### config.mk
export PLATFORM = sky130hd
export DESIGN_NAME = alu_add_pipe
export DESIGN_NICKNAME = d
export VERILOG_FILES = /design/src/rtl/alu_add_pipe.sv
export SDC_FILE = /design/constraint.sdc
export NUM_CORES = 1
export LEC_CHECK = 0
export ABC_AREA = 1
export ABC_CLOCK_PERIOD_IN_PS = 8150
export CAP_MARGIN = 40
export CORE_ASPECT_RATIO = 1.5
export CORE_MARGIN = 4
export CORE_UTILIZATION = 45
export CTS_CLUSTER_DIAMETER = 60
export DETAILED_ROUTE_END_ITERATION = 10
export DONT_BUFFER_PORTS = 1
export PLACE_DENSITY = 0.69
export REMOVE_ABC_BUFFERS = 1
export SLEW_MARGIN = 20
export SYNTH_ARGS = -nofsm -noshare
export SYNTH_HDL_FRONTEND = slang
export SYNTH_SLANG_ARGS = --single-unit
### constraint.sdc
create_clock -name Clk -period 8.15 [get_ports Clk]
set_input_delay 0.815 -clock Clk [delete_from_list [all_inputs] [get_ports Clk]]
set_output_delay 0.815 -clock Clk [all_outputs]
set_load 0.005 [all_outputs]
### src/rtl/alu_add_pipe.sv
// Segmented carry-pipelined adder/subtractor with a valid/ready stream interface.
// Each stage adds one SEG-wide slice; unconsumed operand slices ride along in skew registers.
module alu_add_pipe #(
    parameter int WIDTH = 32,
    parameter int SEG   = 8
) (
    input  logic             Clk,
    input  logic             Rst,
    input  logic [WIDTH-1:0] A,
    input  logic [WIDTH-1:0] B,
    input  logic             Sub,
    input  logic             InValid,
    output logic             InReady,
    output logic [WIDTH-1:0] Result,
    output logic             Carry,
    output logic             Overflow,
    output logic             Zero,
    output logic             OutValid,
    input  logic             OutReady
);

    localparam int STAGES = WIDTH / SEG;
    localparam int LAST   = STAGES - 1;

    // Handshake: an input is taken on a rising edge when InValid & InReady;
    // a result leaves when OutValid & OutReady; the whole pipe freezes on
    // OutValid & ~OutReady, and InReady is the combinational inverse of that.

    logic [WIDTH-1:0] a_q   [STAGES];
    logic [WIDTH-1:0] a_d   [STAGES];
    logic [WIDTH-1:0] b_q   [STAGES];
    logic [WIDTH-1:0] b_d   [STAGES];
    logic [WIDTH-1:0] sum_q [STAGES];
    logic [WIDTH-1:0] sum_d [STAGES];
    logic [STAGES-1:0] carry_q, carry_d;
    logic [STAGES-1:0] vld_q, vld_d;
    logic              ovf_q, ovf_d;
    logic              zero_q, zero_d;

    // Stage inputs: stage 0 sees the ports, stage k sees rank k-1.
    logic [WIDTH-1:0] pa [STAGES];
    logic [WIDTH-1:0] pb [STAGES];
    logic [WIDTH-1:0] ps [STAGES];
    logic [STAGES-1:0] pc, pv, en;
    logic [SEG:0]      seg_sum;
    logic              stall, advance;

    always_comb begin
        stall   = vld_q[LAST] & ~OutReady;
        advance = ~stall;

        pa[0] = A;
        pb[0] = Sub ? ~B : B;
        ps[0] = '0;
        pc    = '0;
        pv    = '0;
        pc[0] = Sub;
        pv[0] = InValid;
        for (int k = 1; k < STAGES; k++) begin
            pa[k] = a_q[k-1];
            pb[k] = b_q[k-1];
            ps[k] = sum_q[k-1];
            pc[k] = carry_q[k-1];
            pv[k] = vld_q[k-1];
        end

        vld_d   = advance ? pv : vld_q;
        a_d     = a_q;
        b_d     = b_q;
        sum_d   = sum_q;
        carry_d = carry_q;
        ovf_d   = ovf_q;
        zero_d  = zero_q;
        en      = '0;
        seg_sum = '0;

        // Data ranks only load real operations, so bubbles leave the
        // output values untouched while OutValid is low.
        for (int k = 0; k < STAGES; k++) begin
            en[k]   = advance & pv[k];
            seg_sum = {1'b0, pa[k][k*SEG +: SEG]} + {1'b0, pb[k][k*SEG +: SEG]}
                    + {{SEG{1'b0}}, pc[k]};
            if (en[k]) begin
                a_d[k]                 = pa[k];
                b_d[k]                 = pb[k];
                sum_d[k]               = ps[k];
                sum_d[k][k*SEG +: SEG] = seg_sum[SEG-1:0];
                carry_d[k]             = seg_sum[SEG];
            end
        end

        if (en[LAST]) begin
            ovf_d  = (pa[LAST][WIDTH-1] == pb[LAST][WIDTH-1]) &
                     (sum_d[LAST][WIDTH-1] != pa[LAST][WIDTH-1]);
            zero_d = ~|sum_d[LAST];
        end
    end

    always_ff @(posedge Clk or posedge Rst) begin
        if (Rst) begin
            for (int k = 0; k < STAGES; k++) begin
                a_q[k]   <= '0;
                b_q[k]   <= '0;
                sum_q[k] <= '0;
            end
            carry_q <= '0;
            vld_q   <= '0;
            ovf_q   <= 1'b0;
            zero_q  <= 1'b0;
        end else begin
            a_q     <= a_d;
            b_q     <= b_d;
            sum_q   <= sum_d;
            carry_q <= carry_d;
            vld_q   <= vld_d;
            ovf_q   <= ovf_d;
            zero_q  <= zero_d;
        end
    end

    assign InReady  = advance;
    assign Result   = sum_q[LAST];
    assign Carry    = carry_q[LAST];
    assign Overflow = ovf_q;
    assign Zero     = zero_q;
    assign OutValid = vld_q[LAST];

endmodule

# After elaboration in Yosys (flattened, before gate mapping)
# Cells that the tools add are included.
classes:
  add_sub_neg: 8
  eq_ne: 2
  n_mux: 2
  bitwise: 9
  n_reduce_logical: 2
op_table:
  columns: ["operator", "n"]
  rows:
  - ["2-to-1 mux 32 bit", 2]
  - ["adder 8 x 8 -> 9 bit", 4]
  - ["adder 9 x 1 -> 9 bit", 4]
  - ["inverter 32 bit", 1]
  - ["OR reduction 32 bit", 1]
  - ["bitwise AND 1 bit", 6]
  - ["inverter 1 bit", 2]
  - ["equality test 1 bit", 1]
  - ["zero test 1 bit", 1]
  - ["inequality test 1 bit", 1]
totals:
  reg_bits: 282
  input_bits: 69
  output_inout_bits: 37

# Logic depth before layout (Yosys ltp)
logic_depth:
  ltp_word: 7
  mapped_depth: 13
  mapped_depth_nobuf: 12

# Worst setup path after synthesis
# Ideal clock, no wire load.
synth_path:
  path_kind: "input-to-reg"
  startpoint: "in Sub"
  endpoint: "reg carry_q[0]"
  setup_time_ns: 0.126
  arrival_time_ns: 2.461
  t_required_ns: 8.024
  setup_slack_ns: 5.563
  path_stages: 12
  path_cell_list: "buf_2 > buf_2 > xor2_1 > fa_1 > nand3_1 > nand3_1 > nand2_1 > nand2_1 > a21oi_1 > nor2_1 > o21ai_0 > a21oi_1"
synth_between:
  elab_chain_len: 3
synth_rtl:
  columns: ["element", "line_no", "rtl"]
  rows:
  - ["start, declared", "11", "input logic Sub,"]
  - ["2-to-1 mux 32 bit", "53", "pb[0] = Sub ? ~B : B;"]
  - ["adder 8 x 8 -> 9 bit", "81", "seg_sum = {1'b0, pa[k][k*SEG +: SEG]} + {1'b0, pb[k][k*SEG +: SEG]}"]
  - ["adder 9 x 1 -> 9 bit (*)", "82", "+ {{SEG{1'b0}}, pc[k]};"]
  - ["end signal, assigned", "114", "carry_q <= carry_d;"]
  - ["end, declared", "35", "logic [STAGES-1:0] carry_q, carry_d;"]
# Mark *: on every way between the ends. The rest lies on a longest branch, timed or not.
# A chain may end at the register's enable or synchronous reset.

==> flow_metrics.tcl <==
set metrics [dict create \
    run_status "finished clean" \
    cts.clk_slew.worst_paths_ps 70 \
    slew-limit-headroom 0.501 \
    antennaDiodeCount 0 \
    die_h_um 177 \
    layout-drive-gt1-share 0.0571 \
    fin_crit_ps 2340 \
    first_pass_iters 5 \
    min_path_type "in -> async" \
    synth_most_common_cell "nand2_1" \
    viasPerCell 4.87 \
    ys_seq_area_frac 0.541 \
    num_vias 6094 \
    worstMarginPinSlew_ps 749 \
    p_total_w 0.00355 \
    min_period_over_period 0.288 \
    cp.required_ps 8520 \
    arrival_ps 2710 \
    cts_sinks 186 \
    first_global_vias 6098 \
    grt_usage 0.173 \
    post_cts_resize_count 0 \
    slowest_delay_ps 800 \
    cts_buffers 17 \
    ctsHtreeMaxLevel 4 \
    yosys.area.top_type "dfrtp_1" \
    ir_drop_v 0.000148 \
    swShare 0.381 \
    clock_power_share 0.230 \
    die_w_um 121 \
    clock_latency_ps 430 \
    fin_skew_ps 12.6 \
    p_int_w 0.00220 \
    p_leak_nw 4.90 \
    multi_input_area_um2 3460 \
    synthArstFlopShare 1.00 \
    antenna_found_initial 0 \
    seq_area_um2 4650 \
    synthTopCellsByArea "dfrtp_1 54%, nand2_1 18%, ha_1 4.1%, o21ai_0 4.0%, inv_1 3.1%" \
    cts_buffer_depth 2 \
    critPathSlowestCell "dfrtp_1" \
    synth_cell_types 30 \
    r2r_cells 10 \
    comb_power_share 0.334 \
    slew_viol_final 0 \
    synth-main-ff-cell "dfrtp_1" \
    drtAntennaViolNets 0 \
    grt_max_degree 83 \
    finalHoldViolations 0 \
    avgSynthCellArea_um2 8.60 \
    dr.first_iter.drc_count 319 \
    fmax_mhz 427 \
    routabilityCongestion 0.826 \
    timing.rr.start "vld_q[2]$_DFFE_PP0N_" \
    core_um2 18700 \
    drv_cap 0 \
    ios 106 \
    die_area_um2 21400 \
    cts_tree "built" \
    syn_inst 1000 \
    overflow 0 \
    netlist_area_um2 8600 \
    cts-root-buf "clkbuf_16" \
    portBuffers 0 \
    yosys.area.top_type_share 0.541 \
    crit_path_start_kind "register" \
    nNetsFinal 1090 \
    dpl.hpwl_um 12200 \
    area_growth_pct 9.75 \
    end_kind "register" \
    power.net_switching_w 0.00135 \
    postCtsSetupBuffers 0 \
    synth_edf_count 0 \
    crit_fanout 47 \
    setup_violations 0 \
    wl_per_cell_um 14.1 \
    num-fill-cells 1760 \
    synthTopCellsByCount "413 x nand2_1, 186 x dfrtp_1, 70 x inv_1, 68 x o21ai_0, 46 x nand3_1" \
    grt_pass1_wl_um 29500 \
    drc 0 \
    fin_setup_tns_ps 0 \
    rsz0062_at_grt "false" \
    start_util 0.460 \
    row_count 61 \
    drt-total-wl_um 17700 \
    path_cells "nand2_4 > nand2_1 > nand2_1 > nor2_1 > nand2_1 > nor2_1 > nand3_1 > nor2_1 > nand3_1 > nand2_1" \
    synth_warnings 0 \
    rr_endpoint "Zero$_DFFE_PP0P_" \
    sequentialPowerShare 0.435 \
    cts_hold_buf 0 \
    power.density_nw_per_um2 376 \
    critPathMostFrequentCell "nand2_1" \
    synth_seq_cells 186 \
    ff2ff_setup_slack_ps 5810 \
    path_class "reg -> reg" \
]
through the flow:
| stage | util | setup WS (ps) | hold WS, ps | area, um2 | std cells |
|---|---|---|---|---|---|
| 2_1_floorplan | - | 2280 | 442 | 8390 | 958 |
| 3_3_place_gp | 0.468 | 5490 | 455 | 8750 | 1215 |
| 3_5_place_dp | 0.472 | 5600 | 456 | 8820 | 1218 |
| 4_1_cts | 0.503 | 5750 | 187 | 9410 | 1250 |
| 5_1_grt | 0.505 | 5570 | 185 | 9440 | 1251 |
| 6_report | 0.505 | 5810 | 182 | 9440 | 1251 |
power by group through the flow:
stage,Combinational (W),Clock [W],Sequential [W]
2_1_floorplan,0.000924,0,0.00148
4_1_cts,0.00120,0.000833,0.00155
3_5_place_dp,0.00119,0,0.00157
3_3_place_gp,0.00115,0,0.00156
5_1_grt,0.00140,0.000871,0.00160
6_report,0.00119,0.000818,0.00155
cells in the final DEF, fill, tap and decap left out, types with 3 or more instances in the layout:
master and instances:
xor2_1 13, nand4_1 5, o21ai_0 68, buf_16 3, fa_1 7, or2_2 5, clkbuf_16 17, o21ai_2 4
nand2_1 412, nand3_1 46, a21oi_1 21, inv_6 4, nor2_1 39, xnor2_1 27, clkinv_4 3, dfrtp_1 186
ha_1 28, inv_1 69, inv_2 3, o21ai_1 8, buf_4 5
registers in the layout, summed over array words and instances, names as in the netlist:
name,count
vld_q,4
ps,48
carry_q,4
a_q,48
Zero,1
b_q,48
Result,32
Overflow,1
critical path: cells and delay by family (launching register included):
family | cells | cell delay, ps
AND/OR/NAND/NOR | 10 | 1470
flip-flops | 1 | 800
worst max-delay path by stage:
stage,start,to,slack (ps),depth (start not counted)
2_1_floorplan,Rst,Overflow$_DFFE_PP0P_,2280,1
3_3_place_gp,OutReady,ps[67]$_DFFE_PP0P_,5490,5
3_5_place_dp,OutReady,Zero$_DFFE_PP0P_,5600,12
4_1_cts,vld_q[2]$_DFFE_PP0N_,Zero$_DFFE_PP0P_,5750,10
5_1_grt,vld_q[2]$_DFFE_PP0N_,Zero$_DFFE_PP0P_,5570,8
6_report,vld_q[2]$_DFFE_PP0N_,Zero$_DFFE_PP0P_,5810,10
layout make-up:
cell class,instances,share of cell area
timing repair buffer,9,0.0143
multi-input combinational,698,0.367
clock inverter,12,0.0146
clock buffer,20,0.0473
inverter,74,0.0300
tap,252,0.0334
sequential,186,0.493
cells by family (layout without fill, tap and decap cells):
family / after synthesis / after routing / synth area share
simple gates: 515 / 515 / 0.237
flops: 186 / 186 / 0.541
buf+inv: 116 / 115 / 0.0569
compound gates: 108 / 108 / 0.0665
xor+xnor: 40 / 40 / 0.0407
fa+ha+maj: 35 / 35 / 0.0570
per-layer routing:
layer	share of wire	wire, um	vias to the layer above	global-route usage
met1	0.40	7010	2864	0.199
met3	0.053	939	26	0.0466
li1	-	-	3108	-
met5	0	0	-	0
met4	0.022	387	0	0.0605
met2	0.53	9320	96	0.307
(Power assumes the default switching activity.)
